## config.mk

```make
export PLATFORM = sky130hd
export DESIGN_NAME = sine_offset_gen
export DESIGN_NICKNAME = d
export VERILOG_FILES = /design/src/rtl/seq_decomp_pkg.sv /design/src/rtl/sine_offset_gen_lut.sv /design/src/rtl/sine_offset_gen.sv
export SDC_FILE = /design/constraint.sdc
export NUM_CORES = 1
export LEC_CHECK = 0
export CAP_MARGIN = 25
export CORE_AREA = 10 10 196 143
export CTS_BUF_LIST = sky130_fd_sc_hd__clkbuf_16
export DETAILED_ROUTE_END_ITERATION = 12
export DIE_AREA = 0 0 206 153
export PLACE_DENSITY = 0.82
export SLEW_MARGIN = 10
export SYNTH_ARGS = -nofsm -noshare
export SYNTH_HDL_FRONTEND = slang
export SYNTH_HIERARCHICAL = 1
export SYNTH_SLANG_ARGS = --single-unit
```

## constraint.sdc

```tcl
create_clock -name clk -period 6.39 [get_ports clk]
set_input_delay 1.278 -clock clk [delete_from_list [all_inputs] [get_ports clk]]
set_output_delay 1.278 -clock clk [all_outputs]
set_load 0.005 [all_outputs]
```

## src/rtl/seq_decomp_pkg.sv

```systemverilog
// Shared types and constants for the sequence-decomposer test path: FSM states,
// sine quadrants and output saturation limits.
package seq_decomp_pkg;

  localparam int unsigned SINE_M      = 14;
  localparam int unsigned SINE_PW     = 16;
  localparam int unsigned SINE_LUT_AW = 6;

  localparam int SAT_HI = (2 ** (SINE_M - 1)) - 1;
  localparam int SAT_LO = -(2 ** (SINE_M - 1));

  localparam logic signed [SINE_M:0]   SUM_HI    = (SINE_M + 1)'(SAT_HI);
  localparam logic signed [SINE_M:0]   SUM_LO    = (SINE_M + 1)'(SAT_LO);
  localparam logic signed [SINE_M-1:0] SAMPLE_HI = SINE_M'(SAT_HI);
  localparam logic signed [SINE_M-1:0] SAMPLE_LO = SINE_M'(SAT_LO);

  typedef enum logic [1:0] {
    ST_IDLE = 2'd0,
    ST_RUN  = 2'd1,
    ST_PEND = 2'd2
  } fsm_state_e;

  typedef enum logic [1:0] {
    QUAD_0 = 2'd0,
    QUAD_1 = 2'd1,
    QUAD_2 = 2'd2,
    QUAD_3 = 2'd3
  } quad_e;

  // Clamp an (M+1)-bit sum into the signed M-bit output range.
  function automatic logic signed [SINE_M-1:0] sat_sample(input logic signed [SINE_M:0] s);
    logic signed [SINE_M-1:0] r;
    if (s > SUM_HI) begin
      r = SAMPLE_HI;
    end else if (s < SUM_LO) begin
      r = SAMPLE_LO;
    end else begin
      r = s[SINE_M-1:0];
    end
    return r;
  endfunction

endpackage

```

## src/rtl/sine_offset_gen_lut.sv

```systemverilog
// Registered quarter-wave sine ROM; table is fixed at elaboration, read takes one enabled cycle.
module sine_quarter_lut #(
  parameter int unsigned AW = 6,
  parameter int unsigned DW = 13
) (
  input  logic          clk,
  input  logic          rst_n,
  input  logic          en,
  input  logic [AW-1:0] addr,
  output logic [DW-1:0] data
);

  localparam int unsigned DEPTH = 2 ** AW;

  // Half-index sampling keeps the table symmetric about the quadrant edges.
  function automatic logic [DW-1:0] lut_entry(input int k);
    real x;
    x = real'((2 ** DW) - 1) * $sin(3.14159265358979 / 2.0 * (real'(k) + 0.5) / real'(DEPTH));
    return DW'($rtoi(x + 0.5));
  endfunction

  logic [DW-1:0] rom [DEPTH];
  logic [DW-1:0] data_q, data_d;

  for (genvar k = 0; k < int'(DEPTH); k++) begin : g_rom
    assign rom[k] = lut_entry(k);
  end

  always_comb begin
    data_d = data_q;
    if (en) data_d = rom[addr];
  end

  always_ff @(posedge clk or negedge rst_n) begin
    if (!rst_n) data_q <= '0;
    else        data_q <= data_d;
  end

  assign data = data_q;

endmodule

```

## src/rtl/sine_offset_gen.sv

```systemverilog
// Sampled sinusoid with programmable amplitude and wrap-synchronised DC offset.
// Define OFFSET_RAMP_EN to slew the offset 1 LSB per sample instead of stepping it.
module sine_offset_gen
  import seq_decomp_pkg::*;
(
  input  logic                       clk,
  input  logic                       rst_n,
  input  logic                       en,
  input  logic [SINE_PW-1:0]         phase_inc,
  input  logic [SINE_M-2:0]          amp,
  input  logic signed [SINE_M-1:0]   offset_in,
  input  logic                       offset_ld,
  output logic signed [SINE_M-1:0]   vout,
  output logic                       vout_valid,
  output logic                       zc,
  output logic                       offset_busy
);

  localparam int unsigned M      = SINE_M;
  localparam int unsigned PW     = SINE_PW;
  localparam int unsigned LUT_AW = SINE_LUT_AW;
  localparam int unsigned PRODW  = 2 * (M - 1);

  // Phase accumulator and wrap tracking
  logic [PW-1:0]        phase_q, phase_d;
  logic [PW:0]          phase_sum_c;
  logic                 wrap_c;
  logic                 after_wrap_q, after_wrap_d;

  // Offset control
  fsm_state_e           state_q, state_d;
  logic signed [M-1:0]  active_q, active_d;
  logic signed [M-1:0]  pending_q, pending_d;
  logic                 busy_q, busy_d;
`ifdef OFFSET_RAMP_EN
  logic                 ramping_q, ramping_d;
`endif

  // Pipeline
  quad_e                quad_c;
  logic [LUT_AW-1:0]    raw_addr_c, lut_addr_c;
  logic [M-2:0]         lut_data;
  logic                 s1_valid_q, s1_valid_d, s1_neg_q, s1_neg_d, s1_zc_q, s1_zc_d;
  logic signed [M-1:0]  s1_off_q, s1_off_d;
  logic [PRODW-1:0]     prod_c;
  logic                 s2_valid_q, s2_valid_d, s2_neg_q, s2_neg_d, s2_zc_q, s2_zc_d;
  logic [M-2:0]         s2_mag_q, s2_mag_d;
  logic signed [M-1:0]  s2_off_q, s2_off_d;
  logic signed [M:0]    smag_c, sum_c;
  logic signed [M-1:0]  vout_q, vout_d;
  logic                 vout_valid_q, vout_valid_d, zc_q, zc_d;

  assign phase_sum_c = {1'b0, phase_q} + {1'b0, phase_inc};
  assign wrap_c      = en & phase_sum_c[PW];

  always_comb begin
    phase_d      = phase_q;
    after_wrap_d = after_wrap_q;
    if (en) begin
      phase_d      = phase_sum_c[PW-1:0];
      after_wrap_d = phase_sum_c[PW];
    end
  end

  // Offset FSM: a load parks the value in pending until an enabled wrap.
  always_comb begin
    state_d   = state_q;
    active_d  = active_q;
    pending_d = pending_q;
`ifdef OFFSET_RAMP_EN
    ramping_d = ramping_q;
`endif
    if (offset_ld) pending_d = offset_in;
    unique case (state_q)
      ST_IDLE: begin
        if (offset_ld)  state_d = ST_PEND;
        else if (en)    state_d = ST_RUN;
      end
      ST_RUN: begin
        if (offset_ld)  state_d = ST_PEND;
      end
      ST_PEND: begin
`ifdef OFFSET_RAMP_EN
        if (en && (wrap_c || ramping_q)) begin
          if (active_q < pending_q)      active_d = active_q + M'(1);
          else if (active_q > pending_q) active_d = active_q - M'(1);
          if (active_d == pending_d) begin
            state_d   = ST_RUN;
            ramping_d = 1'b0;
          end else begin
            ramping_d = 1'b1;
          end
        end
`else
        if (wrap_c) begin
          active_d = pending_q;
          if (!offset_ld) state_d = ST_RUN;
        end
`endif
      end
      default: state_d = ST_IDLE;
    endcase
    busy_d = (state_d == ST_PEND);
  end

  always_ff @(posedge clk or negedge rst_n) begin
    if (!rst_n) begin
      phase_q      <= '0;
      after_wrap_q <= 1'b0;
      state_q      <= ST_IDLE;
      active_q     <= '0;
      pending_q    <= '0;
      busy_q       <= 1'b0;
    end else begin
      phase_q      <= phase_d;
      after_wrap_q <= after_wrap_d;
      state_q      <= state_d;
      active_q     <= active_d;
      pending_q    <= pending_d;
      busy_q       <= busy_d;
    end
  end

`ifdef OFFSET_RAMP_EN
  always_ff @(posedge clk or negedge rst_n) begin
    if (!rst_n) ramping_q <= 1'b0;
    else        ramping_q <= ramping_d;
  end
`endif

  // S1 address: quadrants 1 and 3 run the quarter table backwards.
  always_comb begin
    quad_c     = quad_e'(phase_q[PW-1 -: 2]);
    raw_addr_c = phase_q[PW-3 -: LUT_AW];
    lut_addr_c = ((quad_c == QUAD_1) || (quad_c == QUAD_3)) ? ~raw_addr_c : raw_addr_c;
  end

  sine_quarter_lut #(
    .AW (LUT_AW),
    .DW (M - 1)
  ) u_lut (
    .clk   (clk),
    .rst_n (rst_n),
    .en    (en),
    .addr  (lut_addr_c),
    .data  (lut_data)
  );

  assign prod_c = PRODW'(lut_data) * PRODW'(amp);
  assign smag_c = s2_neg_q ? -$signed({2'b00, s2_mag_q}) : $signed({2'b00, s2_mag_q});
  assign sum_c  = smag_c + {s2_off_q[M-1], s2_off_q};

  // Each sample carries the offset that was active while its phase sat in the accumulator.
  always_comb begin
    s1_valid_d   = s1_valid_q;
    s1_neg_d     = s1_neg_q;
    s1_zc_d      = s1_zc_q;
    s1_off_d     = s1_off_q;
    s2_valid_d   = s2_valid_q;
    s2_neg_d     = s2_neg_q;
    s2_zc_d      = s2_zc_q;
    s2_mag_d     = s2_mag_q;
    s2_off_d     = s2_off_q;
    vout_d       = vout_q;
    vout_valid_d = 1'b0;
    zc_d         = 1'b0;
    if (en) begin
      s1_valid_d   = 1'b1;
      s1_neg_d     = (quad_c == QUAD_2) || (quad_c == QUAD_3);
      s1_zc_d      = after_wrap_q;
      s1_off_d     = active_q;
      s2_valid_d   = s1_valid_q;
      s2_neg_d     = s1_neg_q;
      s2_zc_d      = s1_zc_q;
      s2_mag_d     = (M - 1)'(prod_c >> (M - 1));
      s2_off_d     = s1_off_q;
      vout_d       = sat_sample(sum_c);
      vout_valid_d = s2_valid_q;
      zc_d         = s2_zc_q;
    end
  end

  always_ff @(posedge clk or negedge rst_n) begin
    if (!rst_n) begin
      s1_valid_q   <= 1'b0;
      s1_neg_q     <= 1'b0;
      s1_zc_q      <= 1'b0;
      s1_off_q     <= '0;
      s2_valid_q   <= 1'b0;
      s2_neg_q     <= 1'b0;
      s2_zc_q      <= 1'b0;
      s2_mag_q     <= '0;
      s2_off_q     <= '0;
      vout_q       <= '0;
      vout_valid_q <= 1'b0;
      zc_q         <= 1'b0;
    end else begin
      s1_valid_q   <= s1_valid_d;
      s1_neg_q     <= s1_neg_d;
      s1_zc_q      <= s1_zc_d;
      s1_off_q     <= s1_off_d;
      s2_valid_q   <= s2_valid_d;
      s2_neg_q     <= s2_neg_d;
      s2_zc_q      <= s2_zc_d;
      s2_mag_q     <= s2_mag_d;
      s2_off_q     <= s2_off_d;
      vout_q       <= vout_d;
      vout_valid_q <= vout_valid_d;
      zc_q         <= zc_d;
    end
  end

  assign vout        = vout_q;
  assign vout_valid  = vout_valid_q;
  assign zc          = zc_q;
  assign offset_busy = busy_q;

endmodule

```

==> impl_metrics.yaml <==
outcome:
  status: "finished, final reports clean"
floorplan:
  ios: 64
  placementRows: 48
  die_y_um: 153
  die_area_mm2: 0.0315
  dieWidth_um: 206
  core-area_mm2: 0.0243
  initial_utilization_pct: 54.2
global_route:
  grt_pass1_vias: 10500
  antenna_found_initial: 0
  grt_pass1_wl_um: 52200
  grt_usage_pct: 20.1
  overflow: 0
  grt_max_degree: 76
clock_tree:
  clkLatencyLatePin_ns: 0.43
  cts_tree: "built"
  numCtsBuffers: 17
  cts_resized: 0
  clkTransAtPathRegs_ns: 0.06
  hold_buffers: 0
  cts.sinks: 124
  clock_path_buffers: 2
  postCtsSetupBuffers: 0
  h-tree-depth: 4
  cts_root_buf: "clkbuf_16"
sta:
  skew_ns: 0.0110
  min_period_ns: 6.19
  slew_headroom_pct: 44.7
  rsz0062_at_grt: "no"
  setup_ws_ns: 0.204
  hold_viol: 0
  tightest_slew_ns: 0.830
  finalMaxSlewViolations: 0
  fmax_mhz: 162
  finalCritPeriodShare_pct: 96.8
  setup_viol: 0
logic_synthesis:
  synth_warnings: 6
  avgSynthCellArea_um2: 9.64
  synth_xor_area_share_pct: 3.54
  synth_top_family_by_area: "adder cells"
  synth_simple_gate_area_share_pct: 13.3
  synth_ff_type: "dfrtp_1"
  netlist_instances: 1364
  ys_types: 83
  synthAdderAreaFrac_pct: 29.0
  synth_area_mm2: 0.0132
  muxShareOfSynthArea_pct: 8.40
  synth_compound_area_share_pct: 14.3
  ys_ff_latch: 124
  synth_fp_nets: 1643
  synth-async-reset-ratio_pct: 100
  synth_edf_count: 0
  yosysSeqAreaShare_pct: 23.6
worst_hold_path:
  hold_class: "flip-flop to flip-flop"
final_layout:
  seq_area_mm2: 0.00310
  most-common-layout-cells: "188 x inv_1, 130 x nand2_1, 124 x dfrtp_1, 122 x fa_1, 110 x ha_1"
  syn_to_final_growth_pct: 14.1
  final_common_cell: "inv_1"
  multiInputGateArea_mm2: 0.00907
  final_util_pct: 61.9
  nFillCells: 1896
  layout.cells.non_filler: 1772
  fin_nets: 1713
  n_antenna_cell: 0
  drive_gt1_share_pct: 14.3
flow_run:
  maxCapViolations: 0
placement:
  port_buffers: 63
  dp_hpwl_um: 23400
  pre_cts_ws_ns: -0.373
  gp_congestion: 0.910
  dpl.cell_count: 1739
routing:
  viasPerCell: 5.72
  wl_per_cell_um: 17.8
  num_vias: 10100
  wl_um: 31500
  firstDrtPassIters: 5
  drc: 0
  drtIter0Drc: 968
  ant_nets: 0
worst_setup_path:
  crit_fanout: 13
  critPathLaunchType: "input pin"
  crit_family: "adder cells"
  cp.arrival_ns: 6.49
  crit_required_ns: 6.70
  crit_type: "input pin to flip-flop"
  slowest_stage: "fa_1"
  critical_path.cell_chain: "clkdlybuf4s50_1, buf_12, nand2_1, fa_1, inv_1, fa_1, fa_1, fa_1, inv_1, fa_1, inv_1, ha_1, a21oi_2, o221ai_1, a211oi_1, o31ai_1, a21oi_2, xnor2_1, mux2_2"
  worstPathBufferInverterCount: 5
  max_stage_delay_ns: 0.56
  crit_top_cell: "fa_1"
  endpoint_kind: "flip-flop"
## kinds of logic after synthesis
logic type | count (synthesis)
simple gates | 342
xor+xnor | 51
buf+inv | 260
mux | 93
compound gates | 262
fa+ha+maj | 232
flops | 124
## cells in the mapped netlist (5+ instances only)
master	count	area (µm²)
nor3_1	15	75.1
a21o_1	24	180
mux2i_1	8	80.1
o21ai_0	39	195
xor2_1	17	149
dfrtp_1	124	3100
ha_1	110	1380
buf_1	7	26.3
nor2b_1	17	106
a31oi_1	8	50.1
nand3_1	6	30.0
and3_1	5	31.3
a211o_1	5	43.8
a21oi_1	68	340
o21bai_1	7	52.6
and2_1	87	544
o21a_1	12	90.1
buf_2	11	55.1
inv_1	186	698
o31ai_1	9	67.6
fa_1	122	2440
xnor2_1	33	289
o311ai_0	5	43.8
o211ai_1	8	60.1
a211oi_1	13	97.6
nor2_1	39	146
nand2_1	130	488
nand4_1	8	50.1
mux4_2	6	135
nand2b_1	11	68.8
a221o_1	5	50.1
clkbuf_1	46	173
o2bb2ai_2	10	150
mux2_1	10	113
mux2_2	69	777
o221ai_1	6	52.6
## per-layer routing
| layer | track usage, % | part of all wire, % | routed length (µm) |
|---|---|---|---|
| met2 | 32.2 | 47 | 14900 |
| met4 | 4.23 | 1.4 | 432 |
| met5 | 0 | 0 | 0 |
| met3 | 4.08 | 5.9 | 1860 |
| met1 | 27.5 | 45 | 14300 |
## registers in the layout (all words and copies together), names as in the netlist, 2 cells and up
register / flops
s2_mag_q: 13
phase_q: 16
u_lut/data: 13
s2_off_q: 14
vout: 14
active_q: 14
pending_q: 14
state_q: 2
s1_off_q: 14
## final timing paths
kind / from / endpoint / slack [ns] / depth (start not counted)
min in group asynchronous: rst_n / phase_q[7]$_DFFE_PN0P_ / 0.90 / 1
max in group asynchronous: rst_n / s1_off_q[8]$_DFFE_PN0P_ / 4.43 / 3
worst max-delay path: amp[7] / s2_mag_q[9]$_DFFE_PN0P_ / 0.20 / 19
worst min register to register: s1_valid_q$_DFFE_PN0P_ / s1_valid_q$_DFFE_PN0P_ / 0.45 / 1
worst max register to register: u_lut/data[5]$_DFFE_PN0P_ / s2_mag_q[6]$_DFFE_PN0P_ / 0.88 / 20
worst min-delay path: s1_valid_q$_DFFE_PN0P_ / s1_valid_q$_DFFE_PN0P_ / 0.45 / 1
## area by class of cell
class | instances | area share (%)
inverters | 188 | 4.70
repair buffers | 123 | 7.63
flip-flops and latches | 124 | 20.7
clock buffers | 17 | 2.83
multi-input cells | 980 | 60.4
well taps | 325 | 2.71
clock inverters | 15 | 1.01
## through the flow
step                hold WS [ns]  instance area, µm²  setup TNS [ns]
floorplan                  0.431               13200               0
global placement           0.445               14400           -1.66
detailed placement         0.443               14400           -2.77
CTS                        0.456               15000               0
global route               0.468               15000               0
finish                     0.452               15000               0
Power is not shown: default switching activity piles up to over one toggle a cycle in this logic, so the estimate is an artifact.
